`config.mk`:
```
export PLATFORM = sky130hd
export DESIGN_NAME = alu_result_stage
export DESIGN_NICKNAME = d
export VERILOG_FILES = /design/src/rtl/alu_result_stage.sv
export SDC_FILE = /design/constraint.sdc
export NUM_CORES = 1
export LEC_CHECK = 0
export ABC_CLOCK_PERIOD_IN_PS = 1700
export CAP_MARGIN = 20
export CELL_PAD_IN_SITES_DETAIL_PLACEMENT = 1
export CELL_PAD_IN_SITES_GLOBAL_PLACEMENT = 1
export CORE_MARGIN = 4
export CORE_UTILIZATION = 35
export CTS_BUF_LIST = sky130_fd_sc_hd__clkbuf_4 sky130_fd_sc_hd__clkbuf_8
export CTS_CLUSTER_SIZE = 28
export DETAILED_ROUTE_END_ITERATION = 8
export HOLD_SLACK_MARGIN = 0.15
export PLACE_DENSITY = 0.86
export SLEW_MARGIN = 20
export SYNTH_ARGS = -nofsm -noshare
export SYNTH_HDL_FRONTEND = slang
export SYNTH_SLANG_ARGS = --single-unit
```
`constraint.sdc`:
```
create_clock -name clk -period 1.7 [get_ports clk]
set_clock_uncertainty 0.2 [all_clocks]
set_input_delay 0.255 -clock clk [delete_from_list [all_inputs] [get_ports clk]]
set_output_delay 0.255 -clock clk [all_outputs]
set_load 0.03 [all_outputs]
```
`src/rtl/alu_result_stage.sv`:
```
// Registered ALU result stage: captures adder result with Z/N/V flags behind a
// two-entry skid buffer. Define ALU_RESULT_STAGE_COUNT_EN for the output-handshake counter.
module alu_result_stage #(
  parameter int OPERAND_LENGTH = 32
) (
  input  logic                      clk,
  input  logic                      rst_n,
  input  logic                      in_valid,
  output logic                      in_ready,
  input  logic [OPERAND_LENGTH-1:0] adder_result,
  input  logic                      opd1_msb,
  input  logic                      opd2_msb,
  input  logic [3:0]                alu_op_select,
  output logic                      out_valid,
  input  logic                      out_ready,
  output logic [OPERAND_LENGTH-1:0] result_q,
  output logic                      flag_z,
  output logic                      flag_n,
  output logic                      flag_v,
  output logic [15:0]               result_count
);

  typedef enum logic [1:0] {
    ST_EMPTY = 2'd0,
    ST_ONE   = 2'd1,
    ST_FULL  = 2'd2
  } state_t;

  typedef struct packed {
    logic [OPERAND_LENGTH-1:0] result;
    logic                      z;
    logic                      n;
    logic                      v;
  } entry_t;

  state_t state_q, state_d;
  entry_t main_q, skid_q, in_entry;
  logic   in_ready_q;
  logic   accept, pop;
  logic   load_main_in, load_main_skid, load_skid;
  logic   res_msb;

  // Only bit 3 distinguishes add from subtract; the low bits are don't-care here.
  logic   unused_op_bits;
  assign unused_op_bits = ^alu_op_select[2:0];

  assign res_msb = adder_result[OPERAND_LENGTH-1];

  always_comb begin
    in_entry.result = adder_result;
    in_entry.z      = (adder_result == '0);
    in_entry.n      = res_msb;
    // Subtract feeds the inverted operand 2, so its same-sign test flips.
    if (alu_op_select[3]) in_entry.v = (opd1_msb != opd2_msb) && (res_msb != opd1_msb);
    else                  in_entry.v = (opd1_msb == opd2_msb) && (res_msb != opd1_msb);
  end

  assign out_valid = (state_q != ST_EMPTY);
  assign in_ready  = in_ready_q;
  assign accept    = in_valid && in_ready_q;
  assign pop       = out_valid && out_ready;

  always_comb begin
    // NOTE: every output of this block gets a default first so no path infers a latch.
    state_d        = state_q;
    load_main_in   = 1'b0;
    load_main_skid = 1'b0;
    load_skid      = 1'b0;
    unique case (state_q)
      ST_EMPTY: begin
        if (accept) begin
          state_d      = ST_ONE;
          load_main_in = 1'b1;
        end
      end
      ST_ONE: begin
        if (accept && pop) begin
          load_main_in = 1'b1;
        end else if (accept) begin
          state_d   = ST_FULL;
          load_skid = 1'b1;
        end else if (pop) begin
          state_d = ST_EMPTY;
        end
      end
      ST_FULL: begin
        if (pop) begin
          state_d        = ST_ONE;
          load_main_skid = 1'b1;
        end
      end
      default: state_d = ST_EMPTY;
    endcase
  end

  // NOTE: state uses non-blocking assignments so all flops update from pre-edge values.
  always_ff @(posedge clk or negedge rst_n) begin
    if (!rst_n) begin
      state_q    <= ST_EMPTY;
      in_ready_q <= 1'b1;
    end else begin
      state_q    <= state_d;
      in_ready_q <= (state_d != ST_FULL);
    end
  end

  // NOTE: the data entries are reset too, because the outputs must read zero during reset.
  always_ff @(posedge clk or negedge rst_n) begin
    if (!rst_n) begin
      main_q <= '0;
      skid_q <= '0;
    end else begin
      if (load_main_in)        main_q <= in_entry;
      else if (load_main_skid) main_q <= skid_q;
      if (load_skid)           skid_q <= in_entry;
    end
  end

  assign result_q = main_q.result;
  assign flag_z   = main_q.z;
  assign flag_n   = main_q.n;
  assign flag_v   = main_q.v;

`ifdef ALU_RESULT_STAGE_COUNT_EN
  logic [15:0] count_q;

  always_ff @(posedge clk or negedge rst_n) begin
    if (!rst_n)   count_q <= '0;
    else if (pop) count_q <= count_q + 16'd1;
  end

  assign result_count = count_q;
`else
  assign result_count = '0;
`endif

endmodule

```
# After elaboration in Yosys (flattened, before gate mapping)
# Cells that the tools add are included.
# totals
regBits,73
input_bits,42
out_inout_bits,53
elab_cells,41
# op_classes
n_eq_ne,6
n_mux,16
n_reduce_logical,9
# ops
cell,count
$mux 35,2
$logic_not 32->1,1
$mux 2,5
$mux 1,7
$pmux 2 s3,1
$logic_and 1x1->1,5
$reduce_bool 2->1,2
$eq 2x1->1 const B,1
$eq 2x2->1 const B,1
$logic_not 2->1,1
$ne 1x1->1,2
$ne 2x2->1 const B,1
$pmux 1 s2,1
$eq 1x1->1,1

# Depth between registers and ports, before layout
# Gate-level depths: netlist of the first run.
# logic_depth
word_depth,7
mapped_depth,6
depth_no_buf,4

# Worst setup path after synthesis of the first run
# OpenSTA, ideal clock, no wires.
# synth_timing
path_type,reg2reg
start,"reg in_ready_q, in the netlist in_ready"
end,reg skid_q[10] (netlist bit)
setup_ns,0.125
arrival_time_ns,1.706
required_ns,1.375
setup_slack_ns,-0.331
stages_incl_launch_ff,5
path_buffers,1
period_less_slack_ns,2.031
path_cell_list,dfstp_2 -> nand2_1 -> nor3b_4 -> buf_6 -> mux2_2
# synth_between
elab_chain_cells,4
elab_cells_between_ends,5
cone_classes,mux (3); reduce/logical (2)
# synth_rtl
element,line,source
"start, declared",38,logic in_ready_q;
"start signal, assigned",103,in_ready_q <= (state_d != ST_FULL);
$logic_and 1x1->1 (*),60,assign accept = in_valid && in_ready_q;
$mux 1 / $logic_and 1x1->1 (equally long branches),"79, 77",
$mux 1 (*),77,if (accept && pop) begin
$mux 1 (*),69,unique case (state_q)
"end signal, assigned",115,if (load_skid) skid_q <= in_entry;
"end, declared",37,"entry_t main_q, skid_q, in_entry;"
# Every way passes the cells marked *; elsewhere a longest branch is shown, timed or not.
# A chain may end at the register's enable or synchronous reset.

# Worst setup path in the final report of the first run
# layout_timing
start,"reg in_ready_q, in the netlist in_ready"
end,reg skid_q[9] (netlist bit)
# The elaborated chain is that of the path after synthesis.

==> results, run 1 <==
- The horizontal die dimension is 103 um.
- At the worst endpoint, the arrival time is 1860 ps.
- IR analysis of the VDD net gives a maximum drop of 0.763 mV.
- The count of yosys warnings during synthesis is 0.
- The number of pins exceeding their max-slew limit in the final report is 0.
- The tightest hold path in the finished design has a slack of 166 ps.
- Dividing total power by cell area gives a power density of 1640 mW/mm2.
- Entering global routing, the biggest net connects 35 pins.
- The area of the die is 0.0105 mm2.
- Summing every instance area after synthesis gives 0.00314 mm2.
- The signal on the critical path passes through nand2_4 -> nor3b_4 -> buf_6 -> clkbuf_16 -> mux2_4.
- Summing all multi-input logic gate instances after layout gives 0.00140 mm2.
- Of the available clock period, the critical path in the final layout requires 1.08.
- The placeable core area is 0.00872 mm2.
- Counting both buffers and inverters, the worst setup path holds a total of 2.
- Clock-pin slew was measured on the worst setup and hold paths at 70 ps.
- The synthesized area per cell is 13.2 um2.
- The finished cells cover 0.00492 mm2.
- The register area is 0.00178 mm2.
- In the synthesized netlist the dominant register cell turns out to be sky130_fd_sc_hd__dfrtp_1.
- Of the cells placed in the final design, the portion with a size suffix greater than 1 is 0.351.
- The via count of the first global-routing pass is 2873.
- The overall global routing resource usage is 0.193.
- The CTS buffer count is 9.
- The completed layout was analyzed and its total power is 8.06 mW.
- In the routed layout, each cell is associated on average with a via count of 5.08.
- For the worst setup path, the data required time is 1730 ps.
- Setup repair after global routing could not meet its margin everywhere.
- Counting flops with a built-in enable in the synthesized netlist gives 0.
- In the synthesized netlist the async set-or-reset flop fraction comes to 1.00.
- Counting every sink on the clock net gives 71.
- After detailed routing, the number of remaining DRC violations is 0.
- Row generation in the floorplan step produced 34 rows.
- The post-synthesis sequential element count is 71.
- The kind of end point of the critical path is a register.
- For this design the top-level I/O count stands at 95.
- The tool flagged a number of max-cap violations equal to 0.
- The smallest clock period supported by the final layout is computed as 1830 ps.
- Once detail routing completed, the nets flagged for antenna violations numbered 0.
- The global-route wire length before repair is 15300 um.
- The initial antenna violation count came to 0.
- The final antenna diode count is 0.
- In this run, distinct cell masters in the synthesized netlist total 29.
- The final number of setup-violating endpoints is 67.
- The utilization after layout is 0.564.
- Relative to the synthesized area, the layout overhead comes to 56.6%.
- The routed layout has 2491 vias.
- During placement, the flow inserted port buffers numbering 75.
- In this run the vertical extent of the chip is 103 um.
- At the later pin of the worst-skew pair, clock insertion delay measures 340 ps.
- The share of synthesized area in the top cell type comes to 0.558.
- The total of fill cells in the finished design is 887.
- The share of the Yosys chip area taken by registers is 0.566.
- The cell count after synthesis is 237.
- The standard cell area after detailed placement is 0.00420 mm2.
- The critical path class is register to register.
- The highest cell delay on the worst timing path is 560 ps.
- The number of nets in the layout is 419.
- Summed over all cells, the static leakage comes to 2.50 nW.
- The flow ran to the end, but the final reports show violations.
- For this configuration, the core starts out at a cell density of 0.360.
- The launching element type of the critical path is a register.
- Of all nets on the critical path, the largest fanout is 6.
- The HPWL after detailed placement is 5900 um.
- Ranked by instance count, the synthesized netlist is headed by sky130_fd_sc_hd__dfrtp_1 (70), sky130_fd_sc_hd__a21o_1 (33), sky130_fd_sc_hd__a22o_1 (32).
- For this run the aggregate overflow at the end of global routing stands at 0.
- Summed over all layers, the routed wires come to 9610 um.
- Based on the critical path, the design can be clocked at up to 0.546 GHz.
- The maximum buffer depth of the clock tree is 2.
- Routability-driven placement finished with a final weighted congestion of 0.715.
- In this run, the number of DRC markers left after iteration 0 of detailed routing was 61.
- The average detailed-routed wire length per instance is 19.6 um.
- Yosys instantiated no cell more often than sky130_fd_sc_hd__dfrtp_1.
- In this run the clock root is driven by a sky130_fd_sc_hd__clkbuf_8.
- The tightest min-delay check is of the input port to asynchronous set/reset pin type.
- The CTS H-tree depth is 3.
- In this run the register-to-register setup slack is -130 ps.
- The checks that failed: setup timing.
- The final setup slack of the worst path is -132 ps.
- By area the synthesized netlist is led by sky130_fd_sc_hd__dfrtp_1 (56%), sky130_fd_sc_hd__mux2_2 (11%), sky130_fd_sc_hd__a22o_1 (8.9%), sky130_fd_sc_hd__a21o_1 (7.9%), sky130_fd_sc_hd__buf_4 (4.1%).
- The total iterations of the first detailed-routing run is 4.
- The cell taking the most area after synthesis is sky130_fd_sc_hd__dfrtp_1.
- The family of cells with the greatest summed delay on the critical path is flip-flops.
- The cell at the slowest stage of the critical path is sky130_fd_sc_hd__dfstp_2.
- The total count of hold-check failures in the final report is 0.
- TritonCTS built the clock tree.
final timing paths:
| check | from | to | cells past startpoint |
|---|---|---|---|
| worst max-delay path | in_ready | skid_q[9] | 5 |
| worst min-delay path | rst_n | result_q[10] | 2 |
| worst max register to register | in_ready | skid_q[9] | 5 |
| worst min register to register | result_q[10] | result_q[10] | 1 |
| max in group asynchronous | rst_n | in_ready | 3 |
| min in group clk | result_q[10] | result_q[10] | 1 |
state kept, by name, summed over array words and instances, names as in the netlist:
name,cells
state_q,2
flag_z,1
in_ready,1
flag_v,1
skid_q,34
result_q,32
power by group:
part | internal (mW) | switching [mW] | total, mW
combinational | 1.91 | 1.90 | 3.81
sequential | 2.50 | 0.487 | 2.98
clock | 0.675 | 0.597 | 1.27
total | 5.08 | 2.98 | 8.06
worst register-to-register path: stages, from the launching register on:
cell	delay [ps]
sky130_fd_sc_hd__dfstp_2	560
sky130_fd_sc_hd__nand2_4	70
sky130_fd_sc_hd__nor3b_4	270
sky130_fd_sc_hd__buf_6	160
sky130_fd_sc_hd__clkbuf_16	160
sky130_fd_sc_hd__mux2_4	300
timing repair:
action / 4_1_cts / 5_1_grt
resized for setup: 103 / 18
hold buffers: 3 / 0
setup endpoints to repair: 104 / 72
endpoints found under the hold margin: 71 / 0
pin swaps: 6 / 2
gates cloned: 5 / 1
setup buffers: 23 / 5
final cells by class:
cell class,instances,share of cell area
clock inverters,1,0.00102
well taps,108,0.0275
flip-flops and latches,71,0.362
multi-input cells,151,0.285
clock buffers,15,0.0369
repair buffers,144,0.288
cell usage in the layout (no fill, tap or decap), types with 2 or more instances in the layout:
cell type / netlist / final
sky130_fd_sc_hd__dlygate4sd3_1: 0 / 3
sky130_fd_sc_hd__nor2_1: 7 / 4
sky130_fd_sc_hd__nor4_1: 8 / 7
sky130_fd_sc_hd__mux2_4: 0 / 33
sky130_fd_sc_hd__clkbuf_8: 0 / 11
sky130_fd_sc_hd__a22o_1: 32 / 32
sky130_fd_sc_hd__buf_4: 17 / 45
sky130_fd_sc_hd__nand4_1: 2 / 2
sky130_fd_sc_hd__buf_6: 3 / 13
sky130_fd_sc_hd__clkbuf_4: 0 / 4
sky130_fd_sc_hd__or2_2: 2 / 2
sky130_fd_sc_hd__nor2_4: 0 / 4
sky130_fd_sc_hd__conb_1: 1 / 16
sky130_fd_sc_hd__buf_12: 0 / 8
sky130_fd_sc_hd__a31oi_1: 2 / 2
sky130_fd_sc_hd__dlygate4sd2_1: 0 / 36
sky130_fd_sc_hd__dfrtp_1: 70 / 70
sky130_fd_sc_hd__clkdlybuf4s50_1: 0 / 36
sky130_fd_sc_hd__a21o_1: 33 / 33
kinds of logic after synthesis:
kind of cell / after synthesis / share of synthesized area
other cells: 1 / 0.00119
compound gates: 70 / 0.178
flops: 71 / 0.566
mux: 36 / 0.128
xor+xnor: 1 / 0.00279
buf+inv: 31 / 0.0678
simple gates: 27 / 0.0558
stage by stage:
step	std cells	setup slack [ps]	setup TNS [ps]
6_report	490	-132	-5960
4_1_cts	490	-137	-4870
2_1_floorplan	252	-251	-8970
5_1_grt	490	-180	-9800
3_5_place_dp	443	-547	-34980
3_3_place_gp	443	-476	-30950
metal layers:
layer	track usage	wire [um]	vias up
met5	0	0	-
met4	0.0555	153	0
met3	0.0379	421	12
met2	0.356	5120	64
met1	0.227	3920	1290
li1	-	-	1125
(Power assumes the default switching activity.)
==> run 2, diff against run 1 <==
--- a/config.mk
+++ b/config.mk
@@ -6,7 +6,6 @@
 export NUM_CORES = 1
 export LEC_CHECK = 0
 export ABC_CLOCK_PERIOD_IN_PS = 1700
-export CAP_MARGIN = 20
 export CELL_PAD_IN_SITES_DETAIL_PLACEMENT = 1
 export CELL_PAD_IN_SITES_GLOBAL_PLACEMENT = 1
 export CORE_MARGIN = 4
@@ -16,6 +15,7 @@
 export DETAILED_ROUTE_END_ITERATION = 8
 export HOLD_SLACK_MARGIN = 0.15
 export PLACE_DENSITY = 0.86
+export SKIP_LAST_GASP = 1
 export SLEW_MARGIN = 20
 export SYNTH_ARGS = -nofsm -noshare
 export SYNTH_HDL_FRONTEND = slang
==> run 2 against run 1 <==
Net effect:
- the flow still finishes with violations (setup timing)
- non-clock buffer count rose by 2
- count of clock-buffer cells in the layout did not move
- setup slack got worse by 21 ps
- first-iteration DRC count did not move
- utilization rose by 0.13 points
- cell count rose by 0.41%
- clock power barely moved
- critical endpoint is now result_q[9]
- total power rose by 0.64%
- global-route usage rose by 0.25 points
- cell area rose by 0.23%
- critical path depth rose by 3
- register-to-register slack got worse by 20 ps
==> results, run 2 (same netlist as run 1, synthesis figures left out) <==
- The remaining routing DRC violations is 0 (unchanged).
- The run finished, with violations left.
- The average detailed-routed wire length per instance was 20.2 um (+2.9%).
- The cell-internal power is 5.10 mW (+0.52%).
- The highest fanout seen on the critical path is 11 (+5).
- The register with the most flip-flops in the final layout is skid_q.
- The overall die height is 103 um (unchanged).
- The utilization after layout came to 0.565 (+0.00129).
- The number of flip-flops under the largest register name is 34 (unchanged).
- The initial antenna violation count is 0 (unchanged).
- The count of port buffers added during placement is 75 (unchanged).
- The residual antenna-violating net count after detailed routing came to 0 (unchanged).
- The number of nets in the layout came to 421 (+0.48%).
- The checks that failed: setup timing.
- The worst register-to-register path begins at in_ready.
- The setup slack of the worst register-to-register path came to -150 ps (-20 ps).
- The static power due to leakage is 2.51 nW (+0.56%).
- The proportion of power drawn by the clock network is 0.156 (-0.002).
- Setup repair after global routing could not meet its margin everywhere.
- The number of rows created at floorplan is 34 (unchanged).
- The wire length reported by the detailed router was 9930 um (+3.3%).
- The initial core utilization is 0.360 (unchanged).
- The number of vias in the routed layout is 2512 (+0.84%).
- The pin count of the biggest net entering global routing is 35 (unchanged).
- TritonCTS built the clock tree.
- The global-route wire length before repair is 15400 um (+0.54%).
- The overall global routing resource usage is 0.196 (+0.00253).
- The proportion of total power due to net switching was 0.371 (+0.000740).
- The CTS buffer count came to 9 (unchanged).
- The initial DRC count is 61 (unchanged).
- The final HPWL from detailed placement is 5900 um (unchanged).
- The maximum buffer depth of the clock tree was 2 (unchanged).
- The fraction of final layout cells sized beyond drive strength 1 is 0.352 (+0.000777).
- The total iterations of the first detailed-routing run is 4 (unchanged).
- In the layout the commonest cells are sky130_fd_sc_hd__dfrtp_1 (70), sky130_fd_sc_hd__buf_4 (47), sky130_fd_sc_hd__clkdlybuf4s50_1 (36), sky130_fd_sc_hd__dlygate4sd2_1 (36).
- The final number of setup-violating endpoints came to 67 (unchanged).
- The cell area power density is 1650 mW/mm2 (+0.41%).
- The final worst-path cycle share is 1.09 (+0.0122).
- The via density per instance is 5.11 (+0.43%).
- The sum of negative setup slack is -8150 ps (-2190 ps).
- The placeable core area is 0.00872 mm2 (unchanged).
- The CTS H-tree depth came to 3 (unchanged).
- The post-route minimum period is 1850 ps (+20.7 ps).
- The number of cells traversed by the worst register-to-register path is 8 (+3).
- The worst register-to-register path ends at result_q[9].
- The proportion of power drawn by flip-flops and latches came to 0.369 (about the same).
- The final setup slack of the worst path is -153 ps (-20.7 ps).
- The total of max-cap violations is 0 (unchanged).
- From synthesis to final layout, the design area changed by 57.0%.
- The worst setup path is launched from a register.
- The data required time at the worst endpoint is 1730 ps (about the same).
- The post-layout instance area came to 0.00493 mm2 (+0.23%).
- The worst setup path is captured at a register.
- The count of clock tree sinks came to 71 (unchanged).
- The library cell used most frequently in the layout, excluding fill and tap cells, is sky130_fd_sc_hd__dfrtp_1.
- The number of pins exceeding their max-slew limit in the final report is 0 (unchanged).
- The total congestion overflow came to 0 (unchanged).
- The area of the die is 0.0105 mm2 (unchanged).
- The horizontal die dimension came to 103 um (unchanged).
- The maximum resistive drop on vdd came to 0.725 mV (-5.0%).
- The maximum clock frequency is 0.540 GHz (-1.1%).
- The total count of hold-check failures in the final report is 0 (unchanged).
- The path class of the lowest-slack min-delay path is input port to asynchronous set/reset pin.
- The cell at the root of the clock tree is sky130_fd_sc_hd__clkbuf_8.
- The total of fill cells in the finished design is 889 (+0.23%).
- The post-placement worst setup slack was -547 ps (unchanged).
- The via count of the first global-routing pass is 2870 (-0.10%).
- The clock slew seen by the registers of the worst setup and hold paths is 80 ps (about the same).
- The I/O pin total came to 95 (unchanged).
- The data arrival time at the worst-slack endpoint is 1880 ps (+20 ps).
- The clock insertion delay at the later pin of the skew report was 340 ps (about the same).
- The final antenna diode count is 0 (unchanged).
- The setup path with the least slack is of type register to register.
- The switching power is 3.01 mW (+0.84%).
- The standard cell area after detailed placement is 0.00420 mm2 (unchanged).
- The final weighted congestion in routability-driven placement is 0.715 (unchanged).
- The combinational power share was 0.476 (+0.004).
## run 2: changes by cell type in the layout (fill, tap and decap cells not counted)
cell	delta
sky130_fd_sc_hd__buf_4	+2
sky130_fd_sc_hd__mux2i_2	-1
sky130_fd_sc_hd__mux2i_1	+1
## run 2: final cells by class
cell class	count	area [um2]	share of cell area
Sequential cell	71	1780	0.361
Timing Repair Buffer	146	1430	0.291
Multi-Input combinational cell	151	1400	0.283
Clock buffer	15	181	0.0368
Tap cell	108	135	0.0274
Clock inverter	1	5.00	0.00102
## run 2: worst max-delay path: stages, from the launching register on
cell and delay, ps:
sky130_fd_sc_hd__dfstp_2 560, sky130_fd_sc_hd__nand2_4 70, sky130_fd_sc_hd__buf_6 120, sky130_fd_sc_hd__nor3_4 190, sky130_fd_sc_hd__buf_12 150, sky130_fd_sc_hd__buf_6 100, sky130_fd_sc_hd__nor2_4 30, sky130_fd_sc_hd__buf_12 130
sky130_fd_sc_hd__a21o_1 180
## run 2: how the worst max path moves through the flow
stage                           from      endpoint  slack (ps)  depth (start not counted)
final                       in_ready   result_q[9]        -150                          8
after detailed placement   out_ready  result_q[19]        -550                          5
after global routing        in_ready  result_q[19]        -210                          8
after CTS                 state_q[0]     out_valid        -160                          2
after floorplan             in_ready    skid_q[10]        -250                          4
after global placement     out_ready   result_q[5]        -480                          5
## run 2: what timing repair did
item	in CTS	in global routing
pin swaps	4	5
buffers inserted	23	8
endpoints found under the hold margin	71	0
gates resized for setup	83	39
hold buffers	3	0
cloned	5	1
setup endpoints to repair	104	72
## run 2: metal layers
layer / global-route usage / vias to the layer above / wire length, um
met5: 0 / - / 0
met4: 0.0676 / 0 / 144
met3: 0.0392 / 13 / 431
met2: 0.357 / 72 / 5370
met1: 0.228 / 1298 / 3980
li1: - / 1129 / -
## run 2: through the flow
stage / power, mW / cells / hold slack, ps
global placement: 6.16 / 443 / -15.0
finish: 8.11 / 492 / 178
detailed placement: 6.35 / 443 / -10.3
global route: 8.57 / 492 / 205
floorplan: 5.00 / 252 / -241
CTS: 7.91 / 490 / 173
## run 2: power groups by stage
| stage | logic, mW | registers, mW | clock network, mW |
|---|---|---|---|
| after floorplan | 1.36 | 3.64 | 0 |
| after global placement | 3.23 | 2.93 | 0 |
| after detailed placement | 3.35 | 3.00 | 0 |
| after CTS | 3.65 | 2.96 | 1.30 |
| after global routing | 4.10 | 3.09 | 1.39 |
| final | 3.86 | 2.99 | 1.26 |
==> run 3, diff against run 2 <==
--- a/config.mk
+++ b/config.mk
@@ -6,6 +6,7 @@
 export NUM_CORES = 1
 export LEC_CHECK = 0
 export ABC_CLOCK_PERIOD_IN_PS = 1700
+export CAP_MARGIN = 20
 export CELL_PAD_IN_SITES_DETAIL_PLACEMENT = 1
 export CELL_PAD_IN_SITES_GLOBAL_PLACEMENT = 1
 export CORE_MARGIN = 4
==> results of run 3 <==
Same layout as run 2: the final DEF is identical, and so are final timing and power.
